## src/rtl/ece453_led_sequencer_if.sv

```systemverilog
// Bundle of control inputs and status outputs for ece453_led_sequencer.
// The master side (for example a bench or SoC wrapper) drives the controls and watches the status.
// The slave side is the sequencer itself.
//   fsm_enable, button, direction, wrap_mode : controls driven by the master
//   led_out, current_state, position, step_pulse : status driven by the slave
interface ece453_led_sequencer_if #(
  parameter int unsigned NUM_LEDS = 8,
  parameter int unsigned POS_W    = $clog2(NUM_LEDS)
);
  logic                fsm_enable;
  logic                button;
  logic                direction;
  logic                wrap_mode;
  logic [NUM_LEDS-1:0] led_out;
  logic [1:0]          current_state;
  logic [POS_W-1:0]    position;
  logic                step_pulse;

  modport master (
    output fsm_enable, button, direction, wrap_mode,
    input  led_out, current_state, position, step_pulse
  );

  modport slave (
    input  fsm_enable, button, direction, wrap_mode,
    output led_out, current_state, position, step_pulse
  );
endinterface

```

## src/rtl/ece453_led_sequencer.sv

```systemverilog
// One-hot LED sequencer with START/RUN/HOLD control and a prescaled stepper.
// Ports:
//   clk   : rising-edge clock
//   reset : synchronous, active-high
//   bus   : ece453_led_sequencer_if.slave
//           in : fsm_enable, button, direction (1 = left/increment), wrap_mode
//           out: led_out (one-hot or zero), current_state (START=0, RUN=1, HOLD=2),
//                position, step_pulse (one cycle per position change)
// Optional build macro ECE453_LED_SEQ_BOUNCE_EN: with wrap_mode = 0, an end
// reverses the direction so the light ping-pongs. Without it, the light saturates at the end.
module ece453_led_sequencer #(
  parameter int unsigned NUM_LEDS = 8,
  parameter int unsigned TICK_DIV = 1,
  parameter int unsigned POS_W    = $clog2(NUM_LEDS)
) (
  input  logic                   clk,
  input  logic                   reset,
  ece453_led_sequencer_if.slave  bus
);

  localparam int unsigned CNT_W = 8;
  localparam logic [POS_W-1:0] POS_MAX = POS_W'(NUM_LEDS - 1);
  localparam logic [CNT_W-1:0] CNT_TOP = CNT_W'(TICK_DIV - 1);

  typedef enum logic [1:0] {
    ST_START = 2'd0,
    ST_RUN   = 2'd1,
    ST_HOLD  = 2'd2
  } state_t;

  state_t              state_q;
  logic [POS_W-1:0]    pos_q;
  logic [NUM_LEDS-1:0] led_q;
  logic                pulse_q;
  logic [CNT_W-1:0]    cnt_q;

  logic                eff_left;
  logic                at_end;
  logic [POS_W-1:0]    step_pos;
  logic                step_ok;

`ifdef ECE453_LED_SEQ_BOUNCE_EN
  logic rev_q;
  logic step_flip;
  assign eff_left = bus.direction ^ rev_q;
`else
  assign eff_left = bus.direction;
`endif

  // The end we are about to run into depends on the effective direction.
  assign at_end = eff_left ? (pos_q == POS_MAX) : (pos_q == '0);

  // Candidate position for the next step, and whether that step is allowed at all
  always_comb begin
    step_pos = pos_q;
    step_ok  = 1'b1;
`ifdef ECE453_LED_SEQ_BOUNCE_EN
    step_flip = 1'b0;
`endif
    if (!at_end) begin
      step_pos = eff_left ? POS_W'(pos_q + 1'b1) : POS_W'(pos_q - 1'b1);
    end else if (bus.wrap_mode) begin
      step_pos = eff_left ? '0 : POS_MAX;
    end else begin
`ifdef ECE453_LED_SEQ_BOUNCE_EN
      // Bounce: turn around and take the step in the opposite direction.
      step_flip = 1'b1;
      step_pos  = eff_left ? POS_W'(pos_q - 1'b1) : POS_W'(pos_q + 1'b1);
`else
      step_ok = 1'b0;
`endif
    end
  end

  // State machine, prescaler and all registered outputs
  always_ff @(posedge clk) begin
    if (reset) begin
      state_q <= ST_START;
      pos_q   <= '0;
      led_q   <= '0;
      pulse_q <= 1'b0;
      cnt_q   <= '0;
`ifdef ECE453_LED_SEQ_BOUNCE_EN
      rev_q   <= 1'b0;
`endif
    end else begin
      pulse_q <= 1'b0;
      case (state_q)
        ST_START: begin
          pos_q <= '0;
          led_q <= '0;
          cnt_q <= '0;
          if (bus.fsm_enable) begin
            state_q <= ST_RUN;
            led_q   <= NUM_LEDS'(1);
          end
        end
        ST_RUN: begin
          if (!bus.fsm_enable) begin
            state_q <= ST_HOLD;
            cnt_q   <= '0;
          end else if (!bus.button) begin
            cnt_q <= '0;
          end else if (cnt_q == CNT_TOP) begin
            cnt_q <= '0;
            if (step_ok) begin
              pos_q   <= step_pos;
              led_q   <= NUM_LEDS'(1) << step_pos;
              pulse_q <= 1'b1;
            end
`ifdef ECE453_LED_SEQ_BOUNCE_EN
            rev_q <= rev_q ^ step_flip;
`endif
          end else begin
            cnt_q <= CNT_W'(cnt_q + 1'b1);
          end
        end
        ST_HOLD: begin
          cnt_q <= '0;
          if (bus.fsm_enable) state_q <= ST_RUN;
        end
        default: state_q <= ST_START;
      endcase
    end
  end

  assign bus.led_out       = led_q;
  assign bus.current_state = state_q;
  assign bus.position      = pos_q;
  assign bus.step_pulse    = pulse_q;

endmodule

```

## src/flat_wrapper.sv

```systemverilog
// flat-port wrapper written by rule: the top's interface ports become plain ports
module ece453_led_sequencer_flat 
#(
  parameter int unsigned NUM_LEDS = 8,
  parameter int unsigned TICK_DIV = 1,
  parameter int unsigned POS_W    = $clog2(NUM_LEDS)
)
  (clk, reset, bus_fsm_enable, bus_button, bus_direction, bus_wrap_mode, bus_led_out, bus_current_state, bus_position, bus_step_pulse);
  ece453_led_sequencer_if #(.NUM_LEDS(NUM_LEDS), .POS_W(POS_W)) bus_i ();
  input  logic clk;
  input  logic reset;
  input wire logic [$bits(bus_i.fsm_enable)-1:0] bus_fsm_enable;
  input wire logic [$bits(bus_i.button)-1:0] bus_button;
  input wire logic [$bits(bus_i.direction)-1:0] bus_direction;
  input wire logic [$bits(bus_i.wrap_mode)-1:0] bus_wrap_mode;
  output wire logic [$bits(bus_i.led_out)-1:0] bus_led_out;
  output wire logic [$bits(bus_i.current_state)-1:0] bus_current_state;
  output wire logic [$bits(bus_i.position)-1:0] bus_position;
  output wire logic [$bits(bus_i.step_pulse)-1:0] bus_step_pulse;
  assign bus_i.fsm_enable = bus_fsm_enable;
  assign bus_i.button = bus_button;
  assign bus_i.direction = bus_direction;
  assign bus_i.wrap_mode = bus_wrap_mode;
  assign bus_led_out = bus_i.led_out;
  assign bus_current_state = bus_i.current_state;
  assign bus_position = bus_i.position;
  assign bus_step_pulse = bus_i.step_pulse;
  ece453_led_sequencer #(.NUM_LEDS(NUM_LEDS), .TICK_DIV(TICK_DIV), .POS_W(POS_W)) u_core (.clk(clk), .reset(reset), .bus(bus_i));
endmodule
```

## config.mk

```make
export PLATFORM = sky130hd
export DESIGN_NAME = ece453_led_sequencer_flat
export DESIGN_NICKNAME = d
export VERILOG_FILES = /design/src/rtl/ece453_led_sequencer_if.sv /design/src/rtl/ece453_led_sequencer.sv /design/src/flat_wrapper.sv
export SDC_FILE = /design/constraint.sdc
export NUM_CORES = 1
export LEC_CHECK = 0
export ABC_AREA = 1
export BUFFER_PORTS_ARGS = -buffer_cell sky130_fd_sc_hd__buf_4
export CORE_ASPECT_RATIO = 1.2
export CORE_UTILIZATION = 46
export DETAILED_ROUTE_END_ITERATION = 8
export GPL_TIMING_DRIVEN = 0
export PLACE_DENSITY = 0.67
export SYNTH_ARGS = -nofsm -noshare
export SYNTH_HDL_FRONTEND = slang
export SYNTH_SLANG_ARGS = --single-unit
```

## constraint.sdc

```tcl
create_clock -name clk -period 3.1 [get_ports clk]
set_clock_uncertainty 0.1 [all_clocks]
set_input_delay 0.465 -clock clk [delete_from_list [all_inputs] [get_ports clk]]
set_output_delay 0.465 -clock clk [all_outputs]
set_load 0.03 [all_outputs]
```

==> report_table.html, run 1 <==
<table>
<tr><th>Metric</th><th>Value</th></tr>
<tr><th colspan="2">Status</th></tr>
<tr><td>Run status</td><td>completed</td></tr>
<tr><th colspan="2">CTS</th></tr>
<tr><td>Clock input transition at the sequential cells of the worst setup and hold paths</td><td>0.13 ns</td></tr>
<tr><td>Number of hold-repair buffers added at the cts stage</td><td>0</td></tr>
<tr><td>Source-to-sink clock delay at the later pin of the worst-skew pair</td><td>0.31 ns</td></tr>
<tr><td># Post-CTS Setup Buffers</td><td>0</td></tr>
<tr><td>TritonCTS clock tree</td><td>built</td></tr>
<tr><td>Depth of the CTS H-tree</td><td>1</td></tr>
<tr><td>Clock buffer depth</td><td>2</td></tr>
<tr><td>Count of cells resized by post-cts repair</td><td>0</td></tr>
<tr><td>Clock root cell</td><td>clkbuf_4</td></tr>
<tr><td>Number of buffers inserted during clock tree synthesis</td><td>3</td></tr>
<tr><td>CTS sink count</td><td>22</td></tr>
<tr><th colspan="2">Synthesis</th></tr>
<tr><td>Top post-synthesis cells by area</td><td>dfxtp_1, nand2_1, nand3_1, inv_1, nor2_1</td></tr>
<tr><td>Library cells used by synthesis</td><td>28</td></tr>
<tr><td>Post-synthesis cell area</td><td>1230 um^2</td></tr>
<tr><td>Number of warnings printed during yosys synthesis</td><td>0</td></tr>
<tr><td>Synthesized netlist net count</td><td>182</td></tr>
<tr><td>Mean cell area of the mapped netlist</td><td>7.13 um^2</td></tr>
<tr><td>Synthesized netlist cell count</td><td>173</td></tr>
<tr><td>Share of the synthesized area in the top cell type</td><td>35.7%</td></tr>
<tr><td>Largest area contributor in the synthesized netlist</td><td>dfxtp_1</td></tr>
<tr><td>Sequential element share of the synthesized area</td><td>35.7%</td></tr>
<tr><td>Number of synthesized register bits</td><td>22</td></tr>
<tr><th colspan="2">Route</th></tr>
<tr><td>Avg Vias per Cell</td><td>5.03</td></tr>
<tr><td>Total routed wire length on the met1 layer</td><td>1120 um</td></tr>
<tr><td>Wire length after detailed routing</td><td>2520 um</td></tr>
<tr><td>Remaining antenna violation count after routing</td><td>0</td></tr>
<tr><td>First-pass iteration count of the detailed router</td><td>5</td></tr>
<tr><td>Number of remaining DRC errors</td><td>0</td></tr>
<tr><td>Detailed-route via count</td><td>1151</td></tr>
<tr><td>Detail-routed net length per standard cell</td><td>11.0 um</td></tr>
<tr><td>Top sig layer</td><td>met4</td></tr>
<tr><td>Length of routed met3 wiring</td><td>82 um</td></tr>
<tr><td>Routed met2 length</td><td>1290 um</td></tr>
<tr><td>DRC violation total after the first TritonRoute iteration</td><td>22</td></tr>
<tr><th colspan="2">Finish</th></tr>
<tr><td>Antenna cell count</td><td>0</td></tr>
<tr><td>Sequential cell area in the final layout</td><td>440 um^2</td></tr>
<tr><td>Area used by multi-input combinational logic</td><td>691 um^2</td></tr>
<tr><td>Commonest cells after routing, fill and taps aside</td><td>nand2_1, dfxtp_1, inv_1, buf_4, nor2_1</td></tr>
<tr><td>Synthesis-to-layout area growth</td><td>19.2%</td></tr>
<tr><td>Net total in the final layout</td><td>206</td></tr>
<tr><td>Most common cell after layout, fill and taps aside</td><td>nand2_1</td></tr>
<tr><td>Utilization after layout</td><td>58.2%</td></tr>
<tr><td>Ratio of cells with drive above 1 in the final layout</td><td>25.0%</td></tr>
<tr><td>Fillers</td><td>257</td></tr>
<tr><th colspan="2">Worst setup path</th></tr>
<tr><td>Type of the setup path with the least slack</td><td>flip-flop to flip-flop</td></tr>
<tr><td>Capture instance of the worst register-to-register path</td><td>u_core.bus.led_out[5]</td></tr>
<tr><td>Data arrival, critical path</td><td>2.04 ns</td></tr>
<tr><td>Startpoint of the most critical setup path</td><td>u_core.bus.position[0]</td></tr>
<tr><td>Logic depth of the worst register-to-register path</td><td>8</td></tr>
<tr><td>Maximum net fanout on the critical path</td><td>7</td></tr>
<tr><td>Critical Path End</td><td>u_core.bus.led_out[5]</td></tr>
<tr><td>R2R setup slack</td><td>1.21 ns</td></tr>
<tr><td>Startpoint class of the critical path</td><td>flip-flop</td></tr>
<tr><td>Startpoint of the most critical register-to-register path</td><td>u_core.bus.position[0]</td></tr>
<tr><td>Kind of end point of the critical path</td><td>flip-flop</td></tr>
<tr><td>WP data required</td><td>3.25 ns</td></tr>
<tr><th colspan="2">STA</th></tr>
<tr><td>Share of the cycle needed by the critical path after routing</td><td>60.9%</td></tr>
<tr><td>Final count of pins violating max slew</td><td>0</td></tr>
<tr><td>Tmin final</td><td>1.89 ns</td></tr>
<tr><td>Worst Max-Slew Pin Slew</td><td>0.469 ns</td></tr>
<tr><td>Setup TNS</td><td>0 ns</td></tr>
<tr><td>Unrepaired setup endpoints after global routing</td><td>no</td></tr>
<tr><td>Setup violations, final</td><td>0</td></tr>
<tr><td>Final Hold Violating Endpoints</td><td>0</td></tr>
<tr><td>Normalized max-slew margin</td><td>68.7%</td></tr>
<tr><td>Worst setup slack after layout</td><td>1.21 ns</td></tr>
<tr><td>Achievable clock frequency</td><td>530 MHz</td></tr>
<tr><th colspan="2">Global routing</th></tr>
<tr><td>Maximum number of pins on one net before global-route repair</td><td>14</td></tr>
<tr><td>Global router's overall resource usage</td><td>19.3%</td></tr>
<tr><td>Overall overflow remaining after global route</td><td>0</td></tr>
<tr><td>Global-route wire length before repair</td><td>4270 um</td></tr>
<tr><td>Number of antenna violations at the first check in global routing</td><td>0</td></tr>
<tr><td>Number of global-route vias before repair</td><td>1056</td></tr>
<tr><th colspan="2">Floorplanning</th></tr>
<tr><td>Total Die Area</td><td>2890 um^2</td></tr>
<tr><td>Top Ports</td><td>20</td></tr>
<tr><td>Chip Height</td><td>58.7 um</td></tr>
<tr><td>Cell row count</td><td>20</td></tr>
<tr><td>Horizontal die dimension</td><td>49.3 um</td></tr>
<tr><td>Core area</td><td>2530 um^2</td></tr>
<tr><td>Initial core utilization</td><td>48.8%</td></tr>
<tr><th colspan="2">Hold path</th></tr>
<tr><td>Hold/Removal Path Class</td><td>input port to flip-flop</td></tr>
<tr><td>Worst Hold Launch</td><td>bus_fsm_enable</td></tr>
<tr><th colspan="2">Power</th></tr>
<tr><td>Leakage power of the design</td><td>0.707 nW</td></tr>
<tr><td>Maximum ir drop on the vdd rail</td><td>408 uV</td></tr>
<tr><td>Power per Cell Area</td><td>401 nW/um^2</td></tr>
<tr><td>Tot Pwr</td><td>0.590 mW</td></tr>
<tr><th colspan="2">Placed design</th></tr>
<tr><td>Weighted congestion at the end of routability-driven global placement</td><td>0.797</td></tr>
<tr><td>I/O Buffers</td><td>19</td></tr>
<tr><td>Setup Slack @ Placement</td><td>1.22 ns</td></tr>
<tr><td>HPWL Detailed</td><td>1980 um</td></tr>
<tr><th colspan="2">Run</th></tr>
<tr><td>Max-capacitance violation count</td><td>0</td></tr>
</table>
## registers in the layout (all words and copies together) (netlist names)
name	flops
u_core.bus.current_state	2
u_core.bus.position	3
u_core.cnt_q	8
u_core.bus.step_pulse	1
u_core.bus.led_out	8
## routing by layer
layer / global-route usage [%] / up-vias
met5: 0 / -
met4: 12.6 / 0
met3: 3.36 / 2
met2: 34.4 / 22
met1: 20.9 / 527
li1: - / 600
## cell usage after synthesis, drive strengths merged
cell type and n:
a211oi 1, a21oi 12, and3 3, clkbuf 1
clkinv 1, dfxtp 22, fa 1, ha 2
inv 25, nand2 51, nand3 16, nand3b 1
nand4 1, nor2 22, nor3 1, nor4 1
o21ai 9, o22ai 3
## worst max-delay path: stages (launching register included)
cell,delay [ns]
dfxtp_1,0.46
inv_1,0.10
fa_1,0.55
nand3_1,0.16
nand2_1,0.14
nand3_1,0.08
inv_1,0.09
nand2_1,0.05
a21oi_1,0.11
## final cells by class
type,instances,area share (%)
multi-input cells,124,47.0
inverters,26,6.72
flip-flops and latches,22,30.0
repair buffers,19,9.70
clock buffers,3,1.53
well taps,33,2.81
clock inverters,1,2.04
plain buffers,1,0.255
## per-stage QoR
step | instances | cell area, um^2 | hold WS, ns
floorplan | 173 | 1230 | 0.366
global placement | 225 | 1420 | 0.341
detailed placement | 225 | 1420 | 0.342
CTS | 229 | 1470 | 0.204
global route | 229 | 1470 | 0.202
finish | 229 | 1470 | 0.213
## how the worst min path moves through the flow
stage	to	slack (ns)	cells after the start
floorplan	u_core.cnt_q[7]	0.37	2
global placement	u_core.bus.led_out[2]	0.34	2
detailed placement	u_core.bus.led_out[1]	0.34	2
CTS	u_core.bus.current_state[1]	0.20	2
global route	u_core.bus.current_state[1]	0.20	2
finish	u_core.bus.current_state[1]	0.21	2
## power by group
part	total (mW)	internal [mW]	switching (mW)	leakage (nW)
combinational	0.0803	0.0278	0.0525	0.501
clock	0.219	0.131	0.0878	0.0279
sequential	0.291	0.287	0.00392	0.178
## kinds of logic (layout without fill, tap and decap cells)
group	after synthesis	count (layout)	share of synthesized area, %
AND/OR/NAND/NOR	96	96	40.8
adder cells (fa/ha/maj)	3	3	3.65
AO/OA/AOI/OAI	25	25	11.6
flip-flops	22	22	35.7
buffers and inverters	27	50	8.32
Power figures use the tool's default switching activity.
==> run 2: changes to the inputs <==
==> constraint.sdc (replaced) <==
create_clock -name clk -period 1.85 [get_ports clk]
set_clock_uncertainty 0.1 [all_clocks]
set_input_delay 0.2775 -clock clk [delete_from_list [all_inputs] [get_ports clk]]
set_output_delay 0.2775 -clock clk [all_outputs]
set_load 0.03 [all_outputs]
==> run 2 against run 1 <==
- first-iteration DRC count is 18% lower
- global-route usage up 1.7 points
- maximum frequency up 10%
- sequential share of layout area grew 0.36 points
- critical path depth is the same
- final cell count grew 0.44%
- sequential power rose by 67%
- clock power grew 23%
- total power grew 51%
- utilization grew 0.30 points
- highest routed layer unchanged
==> report_table.html, run 2 (synthesis gave the netlist of run 1 again) <==
<table>
<tr><th>Metric</th><th>Value</th></tr>
<tr><th colspan="2">Status</th></tr>
<tr><td>Run status</td><td>completed (unchanged)</td></tr>
<tr><th colspan="2">STA</th></tr>
<tr><td>Setup violations, final</td><td>0 (unchanged)</td></tr>
<tr><td>Final Hold Violating Endpoints</td><td>0 (unchanged)</td></tr>
<tr><td>Tmin final</td><td>1.72 ns (was 1.89 ns)</td></tr>
<tr><td>Normalized max-slew margin</td><td>67.1% (was 68.7%)</td></tr>
<tr><td>Setup TNS</td><td>0 ns (unchanged)</td></tr>
<tr><td>Unrepaired setup endpoints after global routing</td><td>no (unchanged)</td></tr>
<tr><td>Share of the cycle needed by the critical path after routing</td><td>92.7% (was 60.9%)</td></tr>
<tr><td>Worst Max-Slew Pin Slew</td><td>0.493 ns (was 0.469 ns)</td></tr>
<tr><td>Final count of pins violating max slew</td><td>0 (unchanged)</td></tr>
<tr><td>Achievable clock frequency</td><td>583 MHz (was 530 MHz)</td></tr>
<tr><td>Final worst hold slack</td><td>0.0299 ns (was 0.213 ns)</td></tr>
<tr><th colspan="2">Route</th></tr>
<tr><td>Remaining antenna violation count after routing</td><td>0 (unchanged)</td></tr>
<tr><td>Detailed-route via count</td><td>1121 (was 1151)</td></tr>
<tr><td>Detail-routed net length per standard cell</td><td>11.2 um (was 11.0 um)</td></tr>
<tr><td>Wire length after detailed routing</td><td>2580 um (was 2520 um)</td></tr>
<tr><td>Number of remaining DRC errors</td><td>0 (unchanged)</td></tr>
<tr><td>DRC violation total after the first TritonRoute iteration</td><td>18 (was 22)</td></tr>
<tr><td>Avg Vias per Cell</td><td>4.87 (was 5.03)</td></tr>
<tr><td>First-pass iteration count of the detailed router</td><td>4 (was 5)</td></tr>
<tr><th colspan="2">CTS</th></tr>
<tr><td>Clock root cell</td><td>clkbuf_4 (unchanged)</td></tr>
<tr><td>Source-to-sink clock delay at the later pin of the worst-skew pair</td><td>0.31 ns (about the same)</td></tr>
<tr><td>Depth of the CTS H-tree</td><td>1 (unchanged)</td></tr>
<tr><td>TritonCTS clock tree</td><td>built (unchanged)</td></tr>
<tr><td>Clock input transition at the sequential cells of the worst setup and hold paths</td><td>0.13 ns (about the same)</td></tr>
<tr><td>Number of buffers inserted during clock tree synthesis</td><td>3 (unchanged)</td></tr>
<tr><td>Clock buffer depth</td><td>2 (unchanged)</td></tr>
<tr><td>CTS sink count</td><td>22 (unchanged)</td></tr>
<tr><th colspan="2">Finish</th></tr>
<tr><td>Synthesis-to-layout area growth</td><td>19.8% (was 19.2%)</td></tr>
<tr><td>Commonest cells after routing, fill and taps aside</td><td>nand2_1, buf_4, dfxtp_1 (was nand2_1, dfxtp_1, inv_1, buf_4, nor2_1)</td></tr>
<tr><td>Net total in the final layout</td><td>207 (was 206)</td></tr>
<tr><td>Ratio of cells with drive above 1 in the final layout</td><td>27.4% (was 25.0%)</td></tr>
<tr><td>Most common cell after layout, fill and taps aside</td><td>nand2_1 (unchanged)</td></tr>
<tr><td>Post-layout instance area</td><td>1480 um^2 (was 1470 um^2)</td></tr>
<tr><td>Fillers</td><td>254 (was 257)</td></tr>
<tr><td>Antenna cell count</td><td>0 (unchanged)</td></tr>
<tr><td>Sequential cell area in the final layout</td><td>448 um^2 (was 440 um^2)</td></tr>
<tr><td>Utilization after layout</td><td>58.5% (was 58.2%)</td></tr>
<tr><td>Area used by multi-input combinational logic</td><td>699 um^2 (was 691 um^2)</td></tr>
<tr><th colspan="2">Power</th></tr>
<tr><td>Power per Cell Area</td><td>603 nW/um^2 (was 401 nW/um^2)</td></tr>
<tr><td>Leakage power of the design</td><td>0.710 nW (was 0.707 nW)</td></tr>
<tr><td>Tot Pwr</td><td>0.891 mW (was 0.590 mW)</td></tr>
<tr><td>Maximum ir drop on the vdd rail</td><td>401 uV (was 408 uV)</td></tr>
<tr><th colspan="2">Worst setup path</th></tr>
<tr><td>Type of the setup path with the least slack</td><td>flip-flop to flip-flop (unchanged)</td></tr>
<tr><td>Startpoint class of the critical path</td><td>flip-flop (unchanged)</td></tr>
<tr><td>Kind of end point of the critical path</td><td>flip-flop (unchanged)</td></tr>
<tr><td>Maximum net fanout on the critical path</td><td>6 (was 7)</td></tr>
<tr><td>Slowest stage cell on the critical path</td><td>fa_1 (unchanged)</td></tr>
<tr><td>CP bufs+invs</td><td>2 (unchanged)</td></tr>
<tr><td>WP data required</td><td>2.00 ns (was 3.25 ns)</td></tr>
<tr><td>Cells along the critical path</td><td>inv_1, fa_1, nand3_2, nand2_1, nand3_1, inv_1, nand2_1, a21oi_1 (was inv_1, fa_1, nand3_1, nand2_1, nand3_1, inv_1, nand2_1, a21oi_1)</td></tr>
<tr><td>Max stage delay on crit path</td><td>0.55 ns (about the same)</td></tr>
<tr><td>Data arrival, critical path</td><td>1.86 ns (was 2.04 ns)</td></tr>
<tr><td>Family of cells with the greatest summed delay on the critical path</td><td>adder cells (unchanged)</td></tr>
<tr><th colspan="2">Placed design</th></tr>
<tr><td>Instance area at placement</td><td>1420 um^2 (about the same)</td></tr>
<tr><td>I/O Buffers</td><td>19 (unchanged)</td></tr>
<tr><td>HPWL Detailed</td><td>2070 um (was 1980 um)</td></tr>
<tr><td>Weighted congestion at the end of routability-driven global placement</td><td>0.776 (was 0.797)</td></tr>
<tr><th colspan="2">Hold path</th></tr>
<tr><td>Hold/Removal Path Class</td><td>input port to flip-flop (unchanged)</td></tr>
<tr><th colspan="2">Global routing</th></tr>
<tr><td>Overall overflow remaining after global route</td><td>0 (unchanged)</td></tr>
<tr><td>Global router's overall resource usage</td><td>21.0% (was 19.3%)</td></tr>
<tr><td>Global-route wire length before repair</td><td>4610 um (was 4270 um)</td></tr>
<tr><td>Number of global-route vias before repair</td><td>1112 (was 1056)</td></tr>
<tr><td>Number of antenna violations at the first check in global routing</td><td>0 (unchanged)</td></tr>
<tr><td>Maximum number of pins on one net before global-route repair</td><td>13 (was 14)</td></tr>
<tr><th colspan="2">Floorplanning</th></tr>
<tr><td>Chip Height</td><td>58.7 um (unchanged)</td></tr>
<tr><td>Top Ports</td><td>20 (unchanged)</td></tr>
<tr><td>Total Die Area</td><td>2890 um^2 (unchanged)</td></tr>
<tr><td>Initial core utilization</td><td>48.8% (unchanged)</td></tr>
<tr><td>Core area</td><td>2530 um^2 (unchanged)</td></tr>
<tr><td>Cell row count</td><td>20 (unchanged)</td></tr>
<tr><td>Horizontal die dimension</td><td>49.3 um (unchanged)</td></tr>
<tr><th colspan="2">Run</th></tr>
<tr><td>Max-capacitance violation count</td><td>0 (unchanged)</td></tr>
</table>
## run 2: power breakdown
part,internal [mW],total [mW],switching [mW],leakage (nW)
logic,0.0478,0.136,0.0881,0.510
clock network,0.120,0.269,0.149,0.0210
registers,0.479,0.486,0.00730,0.180
total,0.647,0.891,0.245,0.710
## run 2: final timing paths
| path | from | endpoint | slack (ns) | cells after the start |
|---|---|---|---|---|
| setup reg to reg | u_core.bus.position[0] | u_core.bus.led_out[5] | 0.13 | 8 |
| hold / removal | bus_fsm_enable | u_core.bus.current_state[1] | 0.03 | 2 |
| hold reg to reg | u_core.bus.led_out[2] | u_core.bus.led_out[2] | 0.36 | 2 |
| setup / recovery | u_core.bus.position[0] | u_core.bus.led_out[5] | 0.13 | 8 |
## run 2: metrics by stage
stage	worst slack, ns	std cells
after floorplan	0.0320	173
after global placement	0.106	225
after detailed placement	0.0650	225
after CTS	0.0303	229
after global routing	0.00862	230
final	0.134	230
## run 2: per-layer routing
layer	up-vias	share of wire (%)	global-route usage (%)
met5	-	0	0
met4	0	1.0	8.82
met3	4	1.7	3.10
met2	9	55	41.1
met1	507	42	22.0
li1	601	-	-
## run 2: cell type report
class                   count  area share, %
multi-input cells         124           47.3
flip-flops and latches     22           30.3
repair buffers             20           10.2
inverters                  26           6.69
well taps                  33           2.79
clock buffers               4           2.46
plain buffers               1          0.254
## run 2: repair_timing
action | 4_1_cts | 5_1_grt
endpoints found under the setup margin | 0 | 9
setup buffers | 0 | 1
hold buffers | 0 | 0
resized for setup | 0 | 5
==> run 3: changes to the inputs <==
--- a/config.mk
+++ b/config.mk
@@ -11,7 +11,7 @@
 export CORE_UTILIZATION = 46
 export DETAILED_ROUTE_END_ITERATION = 8
 export GPL_TIMING_DRIVEN = 0
-export PLACE_DENSITY = 0.67
+export PLACE_DENSITY = 0.7
 export SYNTH_ARGS = -nofsm -noshare
 export SYNTH_HDL_FRONTEND = slang
 export SYNTH_SLANG_ARGS = --single-unit
==> constraint.sdc (replaced) <==
create_clock -name clk -period 1.4 [get_ports clk]
set_clock_uncertainty 0.1 [all_clocks]
set_input_delay 0.21 -clock clk [delete_from_list [all_inputs] [get_ports clk]]
set_output_delay 0.21 -clock clk [all_outputs]
set_load 0.03 [all_outputs]
==> run 3 against run 2 <==
- the run now ends with negative setup slack left
- maximum frequency rose by 4.2%
- non-clock buffer count increased by 15
- sequential cell count unchanged
- clock-buffer cell count is the same
- final cell count up 6.5%
- highest routed layer unchanged
==> report_table.html, run 3 (synthesis gave the netlist of run 1 again) <==
<table>
<tr><th>Metric</th><th>Value</th></tr>
<tr><th colspan="2">Route</th></tr>
<tr><td>DRC violation total after the first TritonRoute iteration</td><td>18 (unchanged)</td></tr>
<tr><td>Detailed-route via count</td><td>1265 (was 1121)</td></tr>
<tr><td>Number of remaining DRC errors</td><td>0 (unchanged)</td></tr>
<tr><td>First-pass iteration count of the detailed router</td><td>4 (unchanged)</td></tr>
<tr><td>Avg Vias per Cell</td><td>5.16 (was 4.87)</td></tr>
<tr><td>Wire length after detailed routing</td><td>3160 um (was 2580 um)</td></tr>
<tr><td>Remaining antenna violation count after routing</td><td>0 (unchanged)</td></tr>
<tr><td>Detail-routed net length per standard cell</td><td>12.9 um (was 11.2 um)</td></tr>
<tr><th colspan="2">Finish</th></tr>
<tr><td>Antenna cell count</td><td>0 (unchanged)</td></tr>
<tr><td>Post-layout instance area</td><td>1790 um^2 (was 1480 um^2)</td></tr>
<tr><td>Synthesis-to-layout area growth</td><td>45.2% (was 19.8%)</td></tr>
<tr><td>Commonest cells after routing, fill and taps aside</td><td>nand2_1, buf_4, dfxtp_1 (unchanged)</td></tr>
<tr><td>Most common cell after layout, fill and taps aside</td><td>nand2_1 (unchanged)</td></tr>
<tr><td>Utilization after layout</td><td>70.9% (was 58.5%)</td></tr>
<tr><td>Fillers</td><td>206 (was 254)</td></tr>
<tr><td>Final cell count without fillers</td><td>245 (was 230)</td></tr>
<tr><td>Area used by multi-input combinational logic</td><td>872 um^2 (was 699 um^2)</td></tr>
<tr><td>Ratio of cells with drive above 1 in the final layout</td><td>50.9% (was 27.4%)</td></tr>
<tr><td>Net total in the final layout</td><td>222 (was 207)</td></tr>
<tr><td>Sequential cell area in the final layout</td><td>460 um^2 (was 448 um^2)</td></tr>
<tr><th colspan="2">STA</th></tr>
<tr><td>Worst Max-Slew Pin Slew</td><td>0.593 ns (was 0.493 ns)</td></tr>
<tr><td>Setup violations, final</td><td>15 (was 0)</td></tr>
<tr><td>Worst setup slack after layout</td><td>-0.246 ns (was 0.134 ns)</td></tr>
<tr><td>Normalized max-slew margin</td><td>60.5% (was 67.1%)</td></tr>
<tr><td>Final count of pins violating max slew</td><td>0 (unchanged)</td></tr>
<tr><td>Achievable clock frequency</td><td>608 MHz (was 583 MHz)</td></tr>
<tr><td>Unrepaired setup endpoints after global routing</td><td>yes (was no)</td></tr>
<tr><td>Share of the cycle needed by the critical path after routing</td><td>118% (was 92.7%)</td></tr>
<tr><td>Final Hold Violating Endpoints</td><td>0 (unchanged)</td></tr>
<tr><td>Tmin final</td><td>1.65 ns (was 1.72 ns)</td></tr>
<tr><th colspan="2">Placed design</th></tr>
<tr><td>Instance area at placement</td><td>1450 um^2 (was 1420 um^2)</td></tr>
<tr><td>Weighted congestion at the end of routability-driven global placement</td><td>0.793 (was 0.776)</td></tr>
<tr><td>Count of placed standard cells including taps</td><td>225 (unchanged)</td></tr>
<tr><td>HPWL Detailed</td><td>2080 um (was 2070 um)</td></tr>
<tr><td>Setup Slack @ Placement</td><td>-0.252 ns (was 0.0650 ns)</td></tr>
<tr><td>I/O Buffers</td><td>19 (unchanged)</td></tr>
<tr><th colspan="2">Floorplanning</th></tr>
<tr><td>Total Die Area</td><td>2890 um^2 (unchanged)</td></tr>
<tr><td>Horizontal die dimension</td><td>49.3 um (unchanged)</td></tr>
<tr><td>Cell row count</td><td>20 (unchanged)</td></tr>
<tr><td>Top Ports</td><td>20 (unchanged)</td></tr>
<tr><td>Chip Height</td><td>58.7 um (unchanged)</td></tr>
<tr><td>Core area</td><td>2530 um^2 (unchanged)</td></tr>
<tr><td>Initial core utilization</td><td>48.8% (unchanged)</td></tr>
<tr><th colspan="2">Global routing</th></tr>
<tr><td>Number of antenna violations at the first check in global routing</td><td>0 (unchanged)</td></tr>
<tr><td>Global router's overall resource usage</td><td>23.5% (was 21.0%)</td></tr>
<tr><td>Overall overflow remaining after global route</td><td>0 (unchanged)</td></tr>
<tr><td>Maximum number of pins on one net before global-route repair</td><td>13 (unchanged)</td></tr>
<tr><td>Number of global-route vias before repair</td><td>1237 (was 1112)</td></tr>
<tr><td>Global-route wire length before repair</td><td>5170 um (was 4610 um)</td></tr>
<tr><th colspan="2">CTS</th></tr>
<tr><td>CTS sink count</td><td>22 (unchanged)</td></tr>
<tr><td>Number of buffers inserted during clock tree synthesis</td><td>3 (unchanged)</td></tr>
<tr><td>TritonCTS clock tree</td><td>built (unchanged)</td></tr>
<tr><td>Clock buffer depth</td><td>2 (unchanged)</td></tr>
<tr><td>Source-to-sink clock delay at the later pin of the worst-skew pair</td><td>0.31 ns (about the same)</td></tr>
<tr><td>Clock root cell</td><td>clkbuf_4 (unchanged)</td></tr>
<tr><td>Clock input transition at the sequential cells of the worst setup and hold paths</td><td>0.13 ns (about the same)</td></tr>
<tr><td>Depth of the CTS H-tree</td><td>1 (unchanged)</td></tr>
<tr><th colspan="2">Worst setup path</th></tr>
<tr><td>Data arrival, critical path</td><td>1.80 ns (was 1.86 ns)</td></tr>
<tr><td>R2R setup slack</td><td>-0.25 ns (was 0.13 ns)</td></tr>
<tr><td>Type of the setup path with the least slack</td><td>flip-flop to flip-flop (unchanged)</td></tr>
<tr><td>Maximum net fanout on the critical path</td><td>5 (was 6)</td></tr>
<tr><td>Startpoint class of the critical path</td><td>flip-flop (unchanged)</td></tr>
<tr><td>Kind of end point of the critical path</td><td>flip-flop (unchanged)</td></tr>
<tr><td>WP data required</td><td>1.55 ns (was 2.00 ns)</td></tr>
<tr><th colspan="2">Power</th></tr>
<tr><td>Leakage power of the design</td><td>0.817 nW (was 0.710 nW)</td></tr>
<tr><td>Power per Cell Area</td><td>691 nW/um^2 (was 603 nW/um^2)</td></tr>
<tr><td>Maximum ir drop on the vdd rail</td><td>596 uV (was 401 uV)</td></tr>
<tr><td>Tot Pwr</td><td>1.24 mW (was 0.891 mW)</td></tr>
<tr><th colspan="2">Status</th></tr>
<tr><td>Violations in the final reports</td><td>negative setup slack</td></tr>
<tr><td>Run status</td><td>finished, violations left (was completed)</td></tr>
<tr><th colspan="2">Run</th></tr>
<tr><td>Max-capacitance violation count</td><td>0 (unchanged)</td></tr>
<tr><th colspan="2">Hold path</th></tr>
<tr><td>Hold/Removal Path Class</td><td>input port to flip-flop (unchanged)</td></tr>
</table>
[run 3: worst paths after layout]
check                   startpoint                endpoint  cells after the start
min reg2reg  u_core.bus.led_out[1]   u_core.bus.led_out[1]                      2
min                          reset  u_core.bus.position[1]                      4
max                u_core.cnt_q[0]   u_core.bus.led_out[7]                     10
max reg2reg        u_core.cnt_q[0]   u_core.bus.led_out[7]                     10
[run 3: layer usage]
layer / GRT usage [%] / share of wire, % / routed length (um) / up-vias
met2: 48.1 / 58 / 1850 / 26
met4: 10.1 / 1.5 / 49 / 0
met3: 2.33 / 2.2 / 71 / 8
met5: 0 / 0 / 0 / -
met1: 23.6 / 38 / 1190 / 599
li1: - / - / - / 632
[run 3: metrics by stage]
step	hold slack (ns)	setup TNS (ns)
6_report	0.0676	-2.19
5_1_grt	0.0677	-3.30
4_1_cts	0.0785	-1.81
3_5_place_dp	0.287	-2.21
3_3_place_gp	0.287	-1.85
2_1_floorplan	0.189	-1.35
[run 3: cell type report]
class / count / area share, %
multi-input cells: 124 / 48.7
inverters: 26 / 5.66
clock buffers: 4 / 2.03
well taps: 33 / 2.30
flip-flops and latches: 22 / 25.7
plain buffers: 1 / 0.209
repair buffers: 35 / 15.4
[run 3: critical path, stage by stage (launching register included)]
cell and delay (ns):
dfxtp_4 0.39, inv_4 0.06, ha_4 0.13, nand2_4 0.05
nor2_4 0.10, nand2_4 0.10, nor2_8 0.18, nand3_4 0.10
nor2_4 0.16, nand2_1 0.08, a21oi_2 0.12
[run 3: power breakdown]
group	internal (mW)	total [mW]	switching [mW]	leakage [nW]
Sequential	0.630	0.639	0.00903	0.183
Clock	0.159	0.363	0.205	0.0210
Combinational	0.0892	0.236	0.147	0.614
[run 3: what timing repair did]
| action | 4_1_cts | 5_1_grt |
|---|---|---|
| hold buffers | 1 | 0 |
| hold endpoints to repair | 1 | 0 |
| endpoints found under the setup margin | 15 | 16 |
| pin swaps | 8 | 24 |
| setup buffers | 8 | 7 |
| gates resized for setup | 15 | 38 |
